### src/rtl/limiter_pkg.sv
// Shared types and helpers for the linked-channel peak limiter.
package limiter_pkg;

    typedef enum logic [1:0] {
        LIM_BYPASS = 2'b00,
        LIM_HARD   = 2'b01,
        LIM_SOFT   = 2'b10
    } lim_mode_e;

    typedef enum logic [2:0] {
        ST_IDLE,
        ST_PEAK,
        ST_DIV,
        ST_ENV,
        ST_APPLY,
        ST_OUT
    } lim_state_e;

    // Cycles from the valid_in cycle to the valid_out cycle.
    function automatic int lim_latency(input int channels, input int gain_frac);
        return 2 * channels + gain_frac + 3;
    endfunction

    // Mode code 11 behaves as soft.
    function automatic lim_mode_e lim_decode_mode(input logic [1:0] m);
        lim_mode_e r;
        case (m)
            2'b00:   r = LIM_BYPASS;
            2'b01:   r = LIM_HARD;
            default: r = LIM_SOFT;
        endcase
        return r;
    endfunction

endpackage

### src/rtl/lim_divider.sv
// Restoring divider producing the low Q_W quotient bits, one bit per cycle.
// The start cycle performs the first step; done is high in the Q_W-th cycle.
module lim_divider #(
    parameter int N_W = 30,
    parameter int D_W = 16,
    parameter int Q_W = 16
) (
    input  logic           clk,
    input  logic           rst_n,
    input  logic           start,
    input  logic [N_W-1:0] dividend,
    input  logic [D_W-1:0] divisor,
    output logic           done,
    output logic [Q_W-1:0] quotient
);

    localparam int C_W = $clog2(Q_W + 1);

    logic           active;
    logic [C_W-1:0] cnt;
    logic [D_W-1:0] rem, dvs, rem_src, dvs_src;
    logic [Q_W-1:0] bits, bits_src;
    logic [D_W:0]   trial;
    logic           ge;

    // Upper dividend bits seed the remainder; they are below the divisor
    // whenever the quotient is actually consumed, so Q_W steps suffice.
    always_comb begin
        rem_src  = rem;
        bits_src = bits;
        dvs_src  = dvs;
        if (start) begin
            rem_src  = D_W'(dividend >> Q_W);
            bits_src = dividend[Q_W-1:0];
            dvs_src  = divisor;
        end
        trial = {rem_src, bits_src[Q_W-1]};
        ge    = trial >= {1'b0, dvs_src};
    end

    assign done = active && (cnt == C_W'(Q_W - 1));

    always_ff @(posedge clk or negedge rst_n) begin
        if (!rst_n) begin
            active <= 1'b0;
            cnt    <= '0;
        end else if (start) begin
            active <= 1'b1;
            cnt    <= C_W'(1);
        end else if (active) begin
            cnt <= cnt + C_W'(1);
            if (done)
                active <= 1'b0;
        end
    end

    always_ff @(posedge clk) begin
        if (start || active) begin
            rem      <= ge ? D_W'(trial - {1'b0, dvs_src}) : trial[D_W-1:0];
            bits     <= bits_src << 1;
            dvs      <= dvs_src;
            quotient <= (quotient << 1) | Q_W'(ge);
        end
    end

endmodule

### src/rtl/multi_peak_limiter.sv
// Linked multi-channel limiter: bypass, hard clip, or soft envelope gain
// shared across all channels, processed one channel per cycle.
module multi_peak_limiter
    import limiter_pkg::*;
#(
    parameter int WIDTH         = 16,
    parameter int CHANNELS      = 2,
    parameter int GAIN_FRAC     = 15,
    parameter int ATTACK_SHIFT  = 0,
    parameter int RELEASE_SHIFT = 4
) (
    input  logic                      clk_in,
    input  logic                      rst_in,
    input  logic [1:0]                mode,
    input  logic [WIDTH-1:0]          limit,
    input  logic                      valid_in,
    input  logic [CHANNELS*WIDTH-1:0] data_in,
    input  logic                      clr_overrun,
    output logic [CHANNELS*WIDTH-1:0] data_out,
    output logic                      valid_out,
    output logic                      busy,
    output logic                      overrun,
    output logic [GAIN_FRAC:0]        gain_out
);

    localparam int CW    = CHANNELS * WIDTH;
    localparam int WIDE  = WIDTH + GAIN_FRAC + 2;
    localparam int N_W   = WIDTH - 1 + GAIN_FRAC;
    localparam int CNT_W = $clog2(CHANNELS + 1);
    localparam logic [GAIN_FRAC:0] UNITY   = {1'b1, {GAIN_FRAC{1'b0}}};
    localparam logic [GAIN_FRAC:0] G_ONE   = {{GAIN_FRAC{1'b0}}, 1'b1};
    localparam logic [WIDTH-1:0]   MAX_POS = {1'b0, {(WIDTH-1){1'b1}}};

    function automatic logic [WIDTH-1:0] abs_mag(input logic signed [WIDTH-1:0] x);
        logic [WIDTH-1:0] u;
        u = x;
        return x[WIDTH-1] ? -u : u;
    endfunction

    function automatic logic signed [WIDTH-1:0] sat(input logic signed [WIDE-1:0] v,
                                                    input logic [WIDTH-1:0] lim);
        logic signed [WIDE-1:0] hi, lo, r;
        hi = $signed(WIDE'(lim));
        lo = -hi;
        r  = v;
        if (v > hi)
            r = hi;
        else if (v < lo)
            r = lo;
        return $signed(r[WIDTH-1:0]);
    endfunction

    function automatic logic signed [WIDTH-1:0] apply_ch(input logic signed [WIDTH-1:0] x,
                                                         input logic [GAIN_FRAC:0] g,
                                                         input lim_mode_e m,
                                                         input logic [WIDTH-1:0] lim);
        logic signed [WIDE-1:0] xw, gw, prod;
        logic signed [WIDTH-1:0] y;
        xw   = WIDE'(x);
        gw   = $signed(WIDE'(g));
        prod = (xw * gw) >>> GAIN_FRAC;
        case (m)
            LIM_BYPASS: y = x;
            LIM_HARD:   y = sat(xw, lim);
            default:    y = sat(prod, lim);
        endcase
        return y;
    endfunction

    // One envelope step toward the target; never stalls short of it.
    function automatic logic [GAIN_FRAC:0] env_step(input logic [GAIN_FRAC:0] g,
                                                    input logic [GAIN_FRAC:0] t);
        logic [GAIN_FRAC:0] step, r;
        step = '0;
        r    = g;
        if (t < g) begin
            step = (g - t) >> ATTACK_SHIFT;
            if (step == '0)
                step = G_ONE;
            r = g - step;
        end else if (t > g) begin
            step = (t - g) >> RELEASE_SHIFT;
            if (step == '0)
                step = G_ONE;
            r = g + step;
        end
        return r;
    endfunction

    lim_state_e         state;
    logic [CNT_W-1:0]   cnt;
    logic               last_ch;
    logic               div_go, div_done;
    logic [GAIN_FRAC:0] quo, target;
    lim_mode_e          mode_p0;
    logic [CW-1:0]      smp_p0, smp_rot, res_p2, res_next;
    logic [WIDTH-1:0]   lim_p0, peak_p1, x_mag, y_u;
    logic signed [WIDTH-1:0] x_cur, y_cur;

    assign last_ch  = (cnt == CNT_W'(CHANNELS - 1));
    assign x_cur    = $signed(smp_p0[WIDTH-1:0]);
    assign x_mag    = abs_mag(x_cur);
    assign smp_rot  = (smp_p0 >> WIDTH) | (smp_p0 << (CW - WIDTH));
    assign y_cur    = apply_ch(x_cur, gain_out, mode_p0, lim_p0);
    assign y_u      = y_cur;
    assign res_next = (res_p2 >> WIDTH) | (CW'(y_u) << (CW - WIDTH));
    assign target   = (peak_p1 <= lim_p0) ? UNITY : quo;

    lim_divider #(
        .N_W (N_W),
        .D_W (WIDTH),
        .Q_W (GAIN_FRAC + 1)
    ) u_div (
        .clk      (clk_in),
        .rst_n    (rst_in),
        .start    (div_go),
        .dividend ({lim_p0[WIDTH-2:0], {GAIN_FRAC{1'b0}}}),
        .divisor  (peak_p1),
        .done     (div_done),
        .quotient (quo)
    );

    always_ff @(posedge clk_in or negedge rst_in) begin
        if (!rst_in) begin
            state     <= ST_IDLE;
            cnt       <= '0;
            busy      <= 1'b0;
            valid_out <= 1'b0;
            overrun   <= 1'b0;
            gain_out  <= UNITY;
            data_out  <= '0;
            div_go    <= 1'b0;
        end else begin
            valid_out <= 1'b0;
            div_go    <= 1'b0;
            if (valid_in && busy)
                overrun <= 1'b1;
            else if (clr_overrun)
                overrun <= 1'b0;
            case (state)
                ST_IDLE: if (valid_in) begin
                    state <= ST_PEAK;
                    busy  <= 1'b1;
                    cnt   <= '0;
                end
                ST_PEAK: if (last_ch) begin
                    state  <= ST_DIV;
                    div_go <= 1'b1;
                end else begin
                    cnt <= cnt + CNT_W'(1);
                end
                ST_DIV: if (div_done) state <= ST_ENV;
                ST_ENV: begin
                    gain_out <= (mode_p0 == LIM_SOFT) ? env_step(gain_out, target) : UNITY;
                    cnt      <= '0;
                    state    <= ST_APPLY;
                end
                ST_APPLY: if (last_ch) begin
                    data_out  <= res_next;
                    valid_out <= 1'b1;
                    state     <= ST_OUT;
                end else begin
                    cnt <= cnt + CNT_W'(1);
                end
                ST_OUT: begin
                    busy  <= 1'b0;
                    state <= ST_IDLE;
                end
                default: state <= ST_IDLE;
            endcase
        end
    end

    // Capture, then rotate samples through channel 0 in PEAK and APPLY.
    always_ff @(posedge clk_in) begin
        case (state)
            ST_IDLE: if (valid_in) begin
                smp_p0  <= data_in;
                lim_p0  <= limit[WIDTH-1] ? MAX_POS : limit;
                mode_p0 <= lim_decode_mode(mode);
                peak_p1 <= '0;
            end
            ST_PEAK: begin
                peak_p1 <= (x_mag > peak_p1) ? x_mag : peak_p1;
                smp_p0  <= smp_rot;
            end
            ST_APPLY: begin
                res_p2 <= res_next;
                smp_p0 <= smp_rot;
            end
            default: ;
        endcase
    end

endmodule

### config.mk
export PLATFORM = sky130hd
export DESIGN_NAME = multi_peak_limiter
export DESIGN_NICKNAME = d
export VERILOG_FILES = /design/src/rtl/limiter_pkg.sv /design/src/rtl/lim_divider.sv /design/src/rtl/multi_peak_limiter.sv
export SDC_FILE = /design/constraint.sdc
export NUM_CORES = 1
export LEC_CHECK = 0
export ABC_CLOCK_PERIOD_IN_PS = 11350
export CORE_MARGIN = 4
export CORE_UTILIZATION = 64
export DETAILED_ROUTE_END_ITERATION = 6
export PLACE_DENSITY = 0.84
export SLEW_MARGIN = 10
export SYNTH_ARGS = -nofsm -noshare
export SYNTH_HDL_FRONTEND = slang
export SYNTH_HIERARCHICAL = 1
export SYNTH_SLANG_ARGS = --single-unit
### constraint.sdc
create_clock -name clk_in -period 11.35 [get_ports clk_in]
set_input_delay 2.27 -clock clk_in [delete_from_list [all_inputs] [get_ports clk_in]]
set_output_delay 2.27 -clock clk_in [all_outputs]
set_load 0.05 [all_outputs]
==> results.cfg <==
[placement]
port_buffers = 104
place.gp.congestion = 1.02
dp_hpwl_mm = 53.0

[sta]
tns_ns = 0
worst_pin_slew_ns = 1.20
period_needed_ns = 9.81
finalHoldViolCount = 0
setup_viol = 0
rsz0062_at_grt = false
fmax_ghz = 0.102
period_share_pct = 86.4
slew_headroom_pct = 20.0
slew_violations = 0
fin_skew_ns = 0.0105

[synthesis]
synthFlopType = edfxtp_1
synth_seq_cells = 207
syn_area_mm2 = 0.0243
ys_warn_count = 6
synth_cells = 2640
synth.avg_cell_area_um2 = 9.22
ys_seq_area_share_pct = 24.2
ys_async_sr_fraction_pct = 30.4
ys_types = 99
synth_edf_count = 144

[die]
initial_utilization_pct = 64.8
io_pins = 105
core_mm2 = 0.0376
die_w_um = 203
die_h_um = 203
die_area_mm2 = 0.0412
row_count = 71

[worst_setup_path]
critPathTopFamily = adder cells
critPathRequiredTime_ns = 11.79
r2r_setup_slack_ns = 1.54
worstPathArrival_ns = 10.25
end_kind = flip-flop
r2r_start = smp_p0[4]
cp_slowest_cell = clkinv_1
crit_fanout = 17
worstSetupPathType = reg2reg
rr_worst_depth = 32
crit_path_max_incr_delay_ns = 0.73
r2r-end = data_out[27]
cp-start-kind = flip-flop
cp_num_buf_inv = 7
crit_path_frequent_cell = fa_1

[clock_network]
cts_resized = 0
cts_sinks = 207
insertion_delay_ns = 0.56
htreeDepth = 1
clkTransAtPathRegs_ns = 0.07
postCtsSetupBuffers = 0
cts_hold_buf = 0
tritoncts = done
root_buffer = clkbuf_16
cts_buffer_depth = 3
cts_buffers = 24

[routing]
drc = 6
dr_total_vias = 20067
drtAntennaViolNets = 0
drtIter0Drc = 2000
wl_per_cell_um = 21.5
finalWirelength_mm = 69.7
firstDrtPassIters = 7
viasPerCell = 6.19

[status]
status = complete, but fails checks
violations = design-rule violations

[layout]
multi_input_area_mm2 = 0.0167
nNetsFinal = 3270
syn2layout_area_growth_pct = 9.72
regArea_mm2 = 0.00590
fill_cells = 2839
antennaDiodeCount = 0
drive_gt1_share_pct = 7.51

[worst_hold_path]
min-delay-path-class = reg2reg
hp-start = res_p2[19]
hold_depth = 2
hold_end = data_out[3]

[global_routing]
track_usage_pct = 33.5
grt_max_degree = 64
antenna_found_initial = 0
grt_overflow = 0
grt_pass1_vias = 20534
grt_pass1_wl_mm = 110

[job]
maxCapViolCount = 0
-- metrics by stage --
stage	cells	setup slack (ns)	area [um2]	hold slack (ns)	utilization [%]
CTS	3242	1.69	26700	0.442	71.1
global route	3242	1.15	26700	0.457	71.1
finish	3242	1.54	26700	0.438	71.1
floorplan	2654	2.12	24400	0.415	-
detailed placement	3198	1.73	25900	0.427	69.0
global placement	3198	1.89	25900	0.419	69.0
-- flip-flops by register name (all words and copies together) (netlist names), 3 cells and up --
signal,cells
data_out,32
smp_p0,32
gain_out,16
peak_p1,16
res_p2,16
u_div/dvs,16
u_div/quotient,16
u_div/rem,16
lim_p0,15
u_div/bits,15
u_div/cnt,5
state,3
-- worst max-delay path by stage --
| stage | startpoint | end | slack (ns) | cells past startpoint |
|---|---|---|---|---|
| floorplan | smp_p0[15] | data_out[20] | 2.12 | 31 |
| global placement | smp_p0[4] | data_out[27] | 1.89 | 32 |
| detailed placement | smp_p0[4] | data_out[27] | 1.73 | 32 |
| CTS | smp_p0[4] | data_out[27] | 1.69 | 32 |
| global route | smp_p0[4] | res_p2[21] | 1.15 | 32 |
| finish | smp_p0[4] | data_out[27] | 1.54 | 32 |
-- cells in the final DEF (no fill, tap or decap), drive strengths merged, types with 28 or more instances in the layout --
cell and count:
o21ai 91, xor2 28, a21oi 91, inv 369
buf 31, ha 307, nand3 32, xnor2 63
nor3 41, mux2 75, mux2i 32, clkbuf 31
fa 196, dfrtp 62, clkdlybuf4s50 103, o21a 35
edfxtp 144, nand4 35, and2 119, nor2 174
nand2 325
-- cell families after synthesis --
logic type	share of synthesized area (%)
AOI/OAI and AO/OA	11.3
xor gates and xnor gates	3.35
adders and majority gates	31.9
buffers and inverters	7.43
DFF	24.2
muxes	4.88
other	0.0154
and+or+nand+nor	16.9
-- layer usage --
layer  track usage, %  part of all wire (%)  vias to the layer above
met5                0                     0                        -
met4             13.4                   4.8                        0
met3             6.39                    11                      247
met2             53.8                    45                     1175
met1             45.2                    39                     9636
li1                 -                     -                     9009
-- worst min-delay path, stage by stage, from the launching register on --
cell and delay, ns:
edfxtp_1 0.32, nand2_1 0.04, nand2_1 0.05
-- cell type report --
type,instances,area share (%)
flip-flops and latches,207,22.1
well taps,511,2.39
multi-input cells,1974,62.6
clock inverters,13,0.492
repair buffers,134,4.73
clock buffers,31,2.42
inverters,372,5.23
-- synthesized netlist by cell type (6+ instances only) --
library cell	count	area, um2
nand2b_1	24	150
nand2_1	324	1220
a31oi_1	24	150
dfrtp_1	62	1550
edfxtp_1	144	4320
mux2i_1	32	320
o21a_1	35	263
nor3_1	41	205
xnor2_1	63	552
mux2_4	6	90.1
a211oi_2	7	87.6
a21oi_1	88	440
o41ai_1	6	52.6
mux2_2	69	777
o31ai_1	17	128
o21ai_0	82	410
nor2_1	173	649
and2_1	118	738
o21bai_1	11	82.6
o211ai_1	12	90.1
nor3b_1	6	45.0
nand4_1	35	219
inv_1	367	1380
a221oi_1	9	78.8
nand3_1	31	155
fa_1	196	3920
a21o_1	26	195
ha_1	307	3840
nor4_1	9	56.3
a211oi_1	13	97.6
or2_2	20	125
and3_1	8	50.1
nor2b_1	26	163
buf_1	17	63.8
xor2_1	27	236
clkbuf_1	76	285
o21ai_1	6	30.0
or3_1	14	87.6
Power is not shown: default switching activity piles up to over one toggle a cycle in this logic, so the estimate is an artifact.
